[src/rtl/fbdev_vtg_pkg.sv]
// Shared 720p60 timing constants, FSM state type and sizing helpers for the fbdev
// video timing generator.
package fbdev_vtg_pkg;

    localparam int unsigned VTG_H_ACTIVE = 32'd1280;
    localparam int unsigned VTG_H_FP     = 32'd110;
    localparam int unsigned VTG_H_SYNC   = 32'd40;
    localparam int unsigned VTG_H_BP     = 32'd220;
    localparam int unsigned VTG_V_ACTIVE = 32'd720;
    localparam int unsigned VTG_V_FP     = 32'd5;
    localparam int unsigned VTG_V_SYNC   = 32'd5;
    localparam int unsigned VTG_V_BP     = 32'd20;
    localparam int unsigned VTG_PREFETCH = 32'd8;

    typedef enum logic [1:0] {
        IDLE  = 2'd0,
        BLANK = 2'd1,
        RUN   = 2'd2
    } vtg_state_t;

    function automatic int unsigned vtg_total(input int unsigned act_len,
                                              input int unsigned fp_len,
                                              input int unsigned sync_len,
                                              input int unsigned bp_len);
        return act_len + fp_len + sync_len + bp_len;
    endfunction

    function automatic int unsigned vtg_width(input int unsigned n);
        return (n > 32'd1) ? int'($clog2(n)) : 32'd1;
    endfunction

endpackage

[src/rtl/fbdev_sync2.sv]
// Two-flop synchronizer for single-bit control signals crossing into clk_i.
module fbdev_sync2 (
    input  logic clk_i,
    input  logic rst_ni,
    input  logic d_i,
    output logic q_o
);

    logic meta_r;

    // Two-stage capture; first stage may go metastable, second stage settles it
    always_ff @(posedge clk_i or negedge rst_ni) begin
        if (!rst_ni) begin
            meta_r <= 1'b0;
            q_o    <= 1'b0;
        end else begin
            meta_r <= d_i;
            q_o    <= meta_r;
        end
    end

endmodule

[src/rtl/fbdev_vtg.sv]
// Video timing generator: hsync/vsync/de, pixel coordinates and an early pixel request,
// held idle until PLL lock and blanking the first frame after each lock.
module fbdev_vtg
    import fbdev_vtg_pkg::*;
#(
    parameter int unsigned H_ACTIVE = VTG_H_ACTIVE,
    parameter int unsigned H_FP     = VTG_H_FP,
    parameter int unsigned H_SYNC   = VTG_H_SYNC,
    parameter int unsigned H_BP     = VTG_H_BP,
    parameter int unsigned V_ACTIVE = VTG_V_ACTIVE,
    parameter int unsigned V_FP     = VTG_V_FP,
    parameter int unsigned V_SYNC   = VTG_V_SYNC,
    parameter int unsigned V_BP     = VTG_V_BP,
    parameter bit          H_POL    = 1'b1,
    parameter bit          V_POL    = 1'b1,
    parameter int unsigned PREFETCH = VTG_PREFETCH
) (
    input  logic                              clk_i,
    input  logic                              rst_ni,
    input  logic                              locked_i,
    output logic                              hsync_o,
    output logic                              vsync_o,
    output logic                              de_o,
    output logic [vtg_width(H_ACTIVE)-1:0]    x_o,
    output logic [vtg_width(V_ACTIVE)-1:0]    y_o,
    output logic                              req_o,
    output logic                              sof_o
);

    localparam int unsigned H_TOTAL = vtg_total(H_ACTIVE, H_FP, H_SYNC, H_BP);
    localparam int unsigned V_TOTAL = vtg_total(V_ACTIVE, V_FP, V_SYNC, V_BP);
    localparam int unsigned HW      = vtg_width(H_TOTAL);
    localparam int unsigned VW      = vtg_width(V_TOTAL);
    localparam int unsigned XW      = vtg_width(H_ACTIVE);
    localparam int unsigned YW      = vtg_width(V_ACTIVE);

    localparam logic [HW-1:0] H_LAST     = HW'(H_TOTAL - 32'd1);
    localparam logic [HW-1:0] H_ACT      = HW'(H_ACTIVE);
    localparam logic [HW-1:0] H_SYNC_BEG = HW'(H_ACTIVE + H_FP);
    localparam logic [HW-1:0] H_SYNC_END = HW'(H_ACTIVE + H_FP + H_SYNC);
    localparam logic [VW-1:0] V_LAST     = VW'(V_TOTAL - 32'd1);
    localparam logic [VW-1:0] V_ACT      = VW'(V_ACTIVE);
    localparam logic [VW-1:0] V_SYNC_BEG = VW'(V_ACTIVE + V_FP);
    localparam logic [VW-1:0] V_SYNC_END = VW'(V_ACTIVE + V_FP + V_SYNC);
    localparam logic [HW:0]   H_TOTAL_W  = (HW+1)'(H_TOTAL);
    // Outputs are registered one cycle after the counters, so a lookahead of PREFETCH
    // positions yields a request that leads de_o by exactly PREFETCH cycles.
    localparam logic [HW:0]   LA_STEP    = (HW+1)'(PREFETCH);

    logic              rst_int_n_s;
    logic              run_s;
    vtg_state_t        state_r, state_nxt_s;
    logic [HW-1:0]     hcnt_r, hcnt_nxt_s;
    logic [VW-1:0]     vcnt_r, vcnt_nxt_s;
    logic              h_last_s, v_last_s, frame_end_s;
    logic [HW:0]       la_sum_s;
    logic              la_hwrap_s;
    logic [HW-1:0]     la_h_s;
    logic [VW-1:0]     la_v_s;
    logic              live_s, req_en_s;
    logic              hsync_nxt_s, vsync_nxt_s, de_nxt_s, req_nxt_s, sof_nxt_s;
    logic [XW-1:0]     x_nxt_s;
    logic [YW-1:0]     y_nxt_s;

    fbdev_sync2 u_rst_sync (
        .clk_i  (clk_i),
        .rst_ni (rst_ni),
        .d_i    (1'b1),
        .q_o    (rst_int_n_s)
    );

    fbdev_sync2 u_lock_sync (
        .clk_i  (clk_i),
        .rst_ni (rst_int_n_s),
        .d_i    (locked_i),
        .q_o    (run_s)
    );

    assign h_last_s    = (hcnt_r == H_LAST);
    assign v_last_s    = (vcnt_r == V_LAST);
    assign frame_end_s = h_last_s && v_last_s;

    // Next state and counter advance; losing lock clears everything on the same edge
    always_comb begin
        state_nxt_s = state_r;
        hcnt_nxt_s  = hcnt_r;
        vcnt_nxt_s  = vcnt_r;
        if (!run_s) begin
            state_nxt_s = IDLE;
            hcnt_nxt_s  = {HW{1'b0}};
            vcnt_nxt_s  = {VW{1'b0}};
        end else begin
            case (state_r)
                IDLE:    state_nxt_s = BLANK;
                BLANK:   state_nxt_s = frame_end_s ? RUN : BLANK;
                RUN:     state_nxt_s = RUN;
                default: state_nxt_s = IDLE;
            endcase
            if (state_r == IDLE) begin
                hcnt_nxt_s = hcnt_r;
                vcnt_nxt_s = vcnt_r;
            end else if (h_last_s) begin
                hcnt_nxt_s = {HW{1'b0}};
                vcnt_nxt_s = v_last_s ? {VW{1'b0}} : (vcnt_r + VW'(1'b1));
            end else begin
                hcnt_nxt_s = hcnt_r + HW'(1'b1);
                vcnt_nxt_s = vcnt_r;
            end
        end
    end

    // FSM state and position counters
    always_ff @(posedge clk_i or negedge rst_int_n_s) begin
        if (!rst_int_n_s) begin
            state_r <= IDLE;
            hcnt_r  <= {HW{1'b0}};
            vcnt_r  <= {VW{1'b0}};
        end else begin
            state_r <= state_nxt_s;
            hcnt_r  <= hcnt_nxt_s;
            vcnt_r  <= vcnt_nxt_s;
        end
    end

    // Lookahead position with a single conditional subtract and carry into the line
    always_comb begin
        la_sum_s   = {1'b0, hcnt_r} + LA_STEP;
        la_hwrap_s = (la_sum_s >= H_TOTAL_W);
        if (la_hwrap_s) begin
            la_h_s = HW'(la_sum_s - H_TOTAL_W);
            la_v_s = v_last_s ? {VW{1'b0}} : (vcnt_r + VW'(1'b1));
        end else begin
            la_h_s = la_sum_s[HW-1:0];
            la_v_s = vcnt_r;
        end
    end

    // Requests in BLANK only when they reach into the first line of the coming RUN frame
    assign live_s   = run_s && (state_r != IDLE);
    assign req_en_s = (state_r == RUN) ||
                      ((state_r == BLANK) && la_hwrap_s && v_last_s);

    // Output decode from the current counter state
    always_comb begin
        hsync_nxt_s = ~H_POL;
        vsync_nxt_s = ~V_POL;
        de_nxt_s    = 1'b0;
        req_nxt_s   = 1'b0;
        sof_nxt_s   = 1'b0;
        x_nxt_s     = {XW{1'b0}};
        y_nxt_s     = {YW{1'b0}};
        if (live_s) begin
            if ((hcnt_r >= H_SYNC_BEG) && (hcnt_r < H_SYNC_END)) begin
                hsync_nxt_s = H_POL;
            end else begin
                hsync_nxt_s = ~H_POL;
            end
            if ((vcnt_r >= V_SYNC_BEG) && (vcnt_r < V_SYNC_END)) begin
                vsync_nxt_s = V_POL;
            end else begin
                vsync_nxt_s = ~V_POL;
            end
            if ((state_r == RUN) && (hcnt_r < H_ACT) && (vcnt_r < V_ACT)) begin
                de_nxt_s = 1'b1;
                x_nxt_s  = hcnt_r[XW-1:0];
                y_nxt_s  = vcnt_r[YW-1:0];
            end else begin
                de_nxt_s = 1'b0;
            end
            if (req_en_s && (la_h_s < H_ACT) && (la_v_s < V_ACT)) begin
                req_nxt_s = 1'b1;
                sof_nxt_s = (la_h_s == {HW{1'b0}}) && (la_v_s == {VW{1'b0}});
            end else begin
                req_nxt_s = 1'b0;
            end
        end else begin
            de_nxt_s = 1'b0;
        end
    end

    // Registered outputs
    always_ff @(posedge clk_i or negedge rst_int_n_s) begin
        if (!rst_int_n_s) begin
            hsync_o <= ~H_POL;
            vsync_o <= ~V_POL;
            de_o    <= 1'b0;
            req_o   <= 1'b0;
            sof_o   <= 1'b0;
            x_o     <= {XW{1'b0}};
            y_o     <= {YW{1'b0}};
        end else begin
            hsync_o <= hsync_nxt_s;
            vsync_o <= vsync_nxt_s;
            de_o    <= de_nxt_s;
            req_o   <= req_nxt_s;
            sof_o   <= sof_nxt_s;
            x_o     <= x_nxt_s;
            y_o     <= y_nxt_s;
        end
    end

endmodule
[config.mk]
export PLATFORM = sky130hd
export DESIGN_NAME = fbdev_vtg
export DESIGN_NICKNAME = d
export VERILOG_FILES = /design/src/rtl/fbdev_vtg_pkg.sv /design/src/rtl/fbdev_sync2.sv /design/src/rtl/fbdev_vtg.sv
export SDC_FILE = /design/constraint.sdc
export NUM_CORES = 1
export LEC_CHECK = 0
export CORE_UTILIZATION = 45
export DETAILED_ROUTE_END_ITERATION = 7
export SYNTH_ARGS = -nofsm -noshare
export SYNTH_HDL_FRONTEND = slang
export SYNTH_SLANG_ARGS = --single-unit
[constraint.sdc]
create_clock -name clk_i -period 2.5 [get_ports clk_i]
set_input_delay 0.5 -clock clk_i [delete_from_list [all_inputs] [get_ports clk_i]]
set_output_delay 0.5 -clock clk_i [all_outputs]
set_load 0.02 [all_outputs]
### After elaboration in Yosys (flattened, before gate mapping)

Index checks and enable logic that the tools add are counted.

* bits in registers: 53
* input port bits: 3
* output and inout bits: 26
* logic and storage cells: 76

* add/subtract/negate cells: 4
* $lt $le $gt $ge: 9
* equal/unequal tests: 6
* multiplexer cells: 26
* reduce and logical (&&, ||, !) cells: 17

Operators with widths (count)
* $mux 10: 7
* $mux 11: 6
* $lt 11x11->1 const B: 3
* $lt 10x10->1 const B: 3
* $add 11x4->12 const B: 1
* $ge 12x11->1 const B: 1
* $add 11x1->11 const B: 1
* $eq 11x11->1 const B: 1
* $ge 11x11->1 const B: 1
* $logic_and 1x1->1: 11
* $logic_not 11->1: 1
* $sub 11x11->11 const B: 1
* $add 10x1->10 const B: 1
* $eq 10x10->1 const B: 1
* $ge 10x10->1 const B: 1
* $logic_not 10->1: 1
* $mux 1: 10
* $pmux 2 s3: 1
* $mux 2: 2
* $ne 2x2->1 const B: 2
* $eq 2x1->1 const B: 1
* $eq 2x2->1 const B: 1
* $logic_not 2->1: 1
* $reduce_and 2->1: 1
* 2 further kinds: 2

### Longest topological paths before layout

* depth after elaboration: 9
* gate-level depth with buffers: 11
* mapped depth without buffers: 10

### Modules after synthesis

A second synthesis with hierarchy kept.

* cell total of the unflattened synthesis: 344
* area, all modules: 3170.5 sq um

By module, submodules not included
* fbdev_vtg: times used 1, cells an instance 340, area an instance 3070.4 sq um, seq. area each 1226.2 sq um
* fbdev_sync2: times used 2, cells an instance 2, area an instance 50.0 sq um, seq. area each 50.0 sq um

### Least setup slack after synthesis

Ideal clock, no wire load.

* kind: register -> register
* start point: reg hcnt_r[3]
* end point: reg sof_o
* library setup time: 0.096 ns
* arrival time: 2.620 ns
* data required time: 2.404 ns
* slack: -0.216 ns
* stages on the path, launching flop included: 11
* buffers on the path: 1
* period minus slack after synthesis: 2.716 ns
* cells stage by stage: dfrtp_1 buf_6 inv_1 ha_1 nor3b_1 a22oi_2 a21oi_2 nor2_1 or4_1 a221o_1 nor4_2

* longest elaborated chain between the ends: 9
* elaborated cells on any way between the ends: 17
* classes of those cells: 2 x add/sub; 3 x order compare; 4 x mux; 8 x reduce/logical

Ends and longest elaborated chain
* start, declared: RTL line fbdev_vtg.sv:53 `logic [HW-1:0] hcnt_r, hcnt_nxt_s;`
* start signal, assigned: RTL line fbdev_vtg.sv:116 `hcnt_r <= {HW{1'b0}};`
* start signal, assigned: RTL line fbdev_vtg.sv:120 `hcnt_r <= hcnt_nxt_s;`
* $add 11x4->12 *: RTL line fbdev_vtg.sv:127 `la_sum_s = {1'b0, hcnt_r} + LA_STEP;`
* branches (longest 6 deep; another with $sub 11x11->11)
* $mux 1 *: RTL line fbdev_vtg.sv:170 `if (req_en_s && (la_h_s < H_ACT) && (la_v_s < V_ACT)) begin`
* $mux 1 *: RTL line fbdev_vtg.sv:152 `if (live_s) begin`
* net sof_nxt_s: RTL line fbdev_vtg.sv:61 `logic hsync_nxt_s, vsync_nxt_s, de_nxt_s, req_nxt_s, sof_nxt_s;`
* end signal, assigned: RTL line fbdev_vtg.sv:196 `sof_o <= sof_nxt_s;`
* end, declared: RTL line fbdev_vtg.sv:27 `output logic sof_o`

Mark *: on every way through the listed nets, which the timed path passes.
A chain may end at the register's enable or synchronous reset.

### Worst setup path in the final report

* start point: reg hcnt_r[4]
* end point: reg sof_o

Same word-level chain as after synthesis.

==> flow_metrics.tcl <==
set metrics [dict create \
    crit_required_ns 2.71 \
    n_antenna_cell 0 \
    synth-seq-area-share 0.415 \
    synth_cell_type_count 62 \
    htreeDepth 2 \
    grtUsageMet1 0.333 \
    fin_ws_ns 0.0122 \
    vias 2779 \
    leakage_nw 1.67 \
    coreArea_um2 6830 \
    grt_first_pass_wirelength_mm 13.1 \
    mostFrequentLayoutCell "dfrtp_1" \
    finalSetupViolCount 0 \
    drt_iter0_drc 218 \
    ys.flop_type "dfrtp_1" \
    startpoint_type "flop" \
    status "finished clean" \
    hold_viol_final 0 \
    post-route-util 0.586 \
    tritoncts "yes" \
    syn_area_per_cell_um2 8.90 \
    grt_remaining_overflow 0 \
    rsz0062_at_grt "yes" \
    grt_max_degree 26 \
    fp-row-count 30 \
    place_ws_ns -0.104 \
    clk_latency_ns 0.31 \
    drv_cap 0 \
    syn-num-nets 374 \
    layout.nets 426 \
    ant_nets 0 \
    dp_hpwl_mm 5.93 \
    crit_start "hcnt_r[4]" \
    busiest_layer "met2" \
    drive_above_1_share 0.172 \
    fp.dieH_um 86.3 \
    dr.pass1.iters 4 \
    power.density_nw_per_um2 360 \
    die_w_um 86.3 \
    cp.arrival_ns 2.70 \
    synth_edf_count 0 \
    ys_seq_elements 53 \
    fmax_mhz 402 \
    pin_count 29 \
    post-route-period-util 0.995 \
    cts_hold_buffers 0 \
    synth_area_um2 3190 \
    grtUsageTotal 0.225 \
    yosysWarnings 0 \
    area_growth_pct 25.2 \
    numCtsBuffers 5 \
    antenna_found_initial 0 \
    cts.clk_slew.worst_paths_ns 0.10 \
    async_flop_share 1.00 \
    netlist_instances 359 \
    layout_common_cells "dfrtp_1, buf_4, nor2_1" \
    worst-path-max-fanout 14 \
    clock_skew_ns 0.00743 \
    use_met2 0.343 \
    die-area_um2 7440 \
    grt_pass1_vias 2635 \
    drv_slew 0 \
    r2r_start "hcnt_r[4]" \
    timing_worst_setup_path_type "reg -> reg" \
    finalCriticalPeriod_ns 2.49 \
    routabilityCongestion 0.891 \
    via_per_inst 5.47 \
    start_util 0.468 \
    gr-usage-met3 0.0381 \
    totalWireLength_mm 7.73 \
    ir_drop_uv 169 \
    worstHoldPathType "reg -> async" \
    end_kind "flop" \
    clock-sinks 53 \
    fill_cells 638 \
    drcViolationCount 0 \
    numPortBuffers 28 \
    root_buffer "clkbuf_8" \
    clock_path_buffers 2 \
    wl_per_cell_um 15.2 \
]
## stage by stage
| stage | hold WS, ns | area, µm² | TNS [ns] | power [W] | cells |
|---|---|---|---|---|---|
| floorplan | 0.204 | 3240 | 0 | 0.000924 | 359 |
| global placement | 0.144 | 3840 | 0 | 0.000953 | 498 |
| detailed placement | 0.143 | 3840 | -0.179 | 0.000953 | 498 |
| CTS | 0.150 | 3960 | 0 | 0.00146 | 508 |
| global route | 0.161 | 4000 | -0.182 | 0.00150 | 508 |
| finish | 0.137 | 4000 | 0 | 0.00144 | 508 |
## metal layers
| metal | wire length [µm] | vias to the layer above |
|---|---|---|
| met1 | 3780 | 1317 |
| met5 | 0 | - |
| met2 | 3440 | 80 |
| met4 | 114 | 0 |
| li1 | - | 1370 |
| met3 | 403 | 12 |
## repair_timing
action,in CTS,in global routing
buffers inserted,2,0
setup endpoints to repair,2,2
gates cloned,0,0
pin swaps,3,3
gates resized for setup,2,11
## critical path, stage by stage, from the launching register on
cell,delay [ns]
dfrtp_1,0.39
ha_2,0.24
buf_6,0.17
mux2i_2,0.23
a22oi_2,0.12
a21oi_2,0.21
nor2_4,0.06
or4_1,0.51
a221o_1,0.33
nor4_2,0.14
## cell type report
cell class                      count  area [µm²]  area share
Tap cell                           96         120      0.0300
Inverter                           13        51.3      0.0128
Multi-Input combinational cell    267        1780       0.445
Timing Repair Buffer               71         623       0.156
Clock inverter                      2        13.8     0.00344
Clock buffer                        6        82.6      0.0206
Sequential cell                    53        1330       0.332
## sequential cells by signal, indices dropped and copies added, names as in the netlist
| signal | flops |
|---|---|
| de_o | 1 |
| u_lock_sync.q_o | 1 |
| req_o | 1 |
| hsync_o | 1 |
| state_r | 2 |
| hcnt_r | 11 |
| x_o | 11 |
| y_o | 10 |
| vsync_o | 1 |
| u_lock_sync.meta_r | 1 |
| u_rst_sync.meta_r | 1 |
| sof_o | 1 |
| vcnt_r | 10 |
| u_rst_sync.q_o | 1 |
## report_power, final
group          leakage [nW]  total [W]  switching [W]  internal [W]
Combinational         0.888  0.0000640      0.0000431     0.0000209
Clock                0.0512   0.000503       0.000278      0.000225
Sequential            0.727   0.000872     0.00000887      0.000864
## cell families (layout without fill, tap and decap cells)
| kind of cell | after synthesis | after routing | synth area share |
|---|---|---|---|
| flops | 53 | 53 | 0.415 |
| fa+ha+maj | 13 | 13 | 0.0501 |
| xor+xnor | 18 | 18 | 0.0494 |
| mux | 2 | 2 | 0.00627 |
| buf+inv | 39 | 92 | 0.0525 |
| compound gates | 81 | 81 | 0.166 |
| simple gates | 152 | 152 | 0.259 |
| other cells | 1 | 1 | 0.00117 |
## synth_stat cells, drive strengths merged (5+ instances only)
cell type  count  area share
o31ai          9       0.021
nand2         25       0.029
and3           8       0.016
o22ai          5      0.0098
xor2           5       0.014
and2          23       0.045
nand4          6       0.012
dfrtp         53        0.42
a21oi         15       0.025
nor3           7       0.013
nor4           5       0.012
ha            12       0.047
clkbuf        15       0.018
xnor2         13       0.036
buf           11       0.020
nand2b         5      0.0098
inv           13       0.015
nor2          35       0.041
o21ai         24       0.038
nand3         14       0.022
nor3b          5       0.013
## worst paths after layout
| kind | end | slack, ns | depth (start not counted) |
|---|---|---|---|
| max in group asynchronous | vsync_o | 1.76 | 1 |
| min in group clk_i | u_rst_sync.q_o | 0.36 | 0 |
| min reg2reg | req_o | 0.14 | 0 |
| min | req_o | 0.14 | 0 |
| max reg2reg | sof_o | 0.01 | 9 |
| max | sof_o | 0.01 | 9 |
Note: power is estimated with default switching activity, not from simulation.
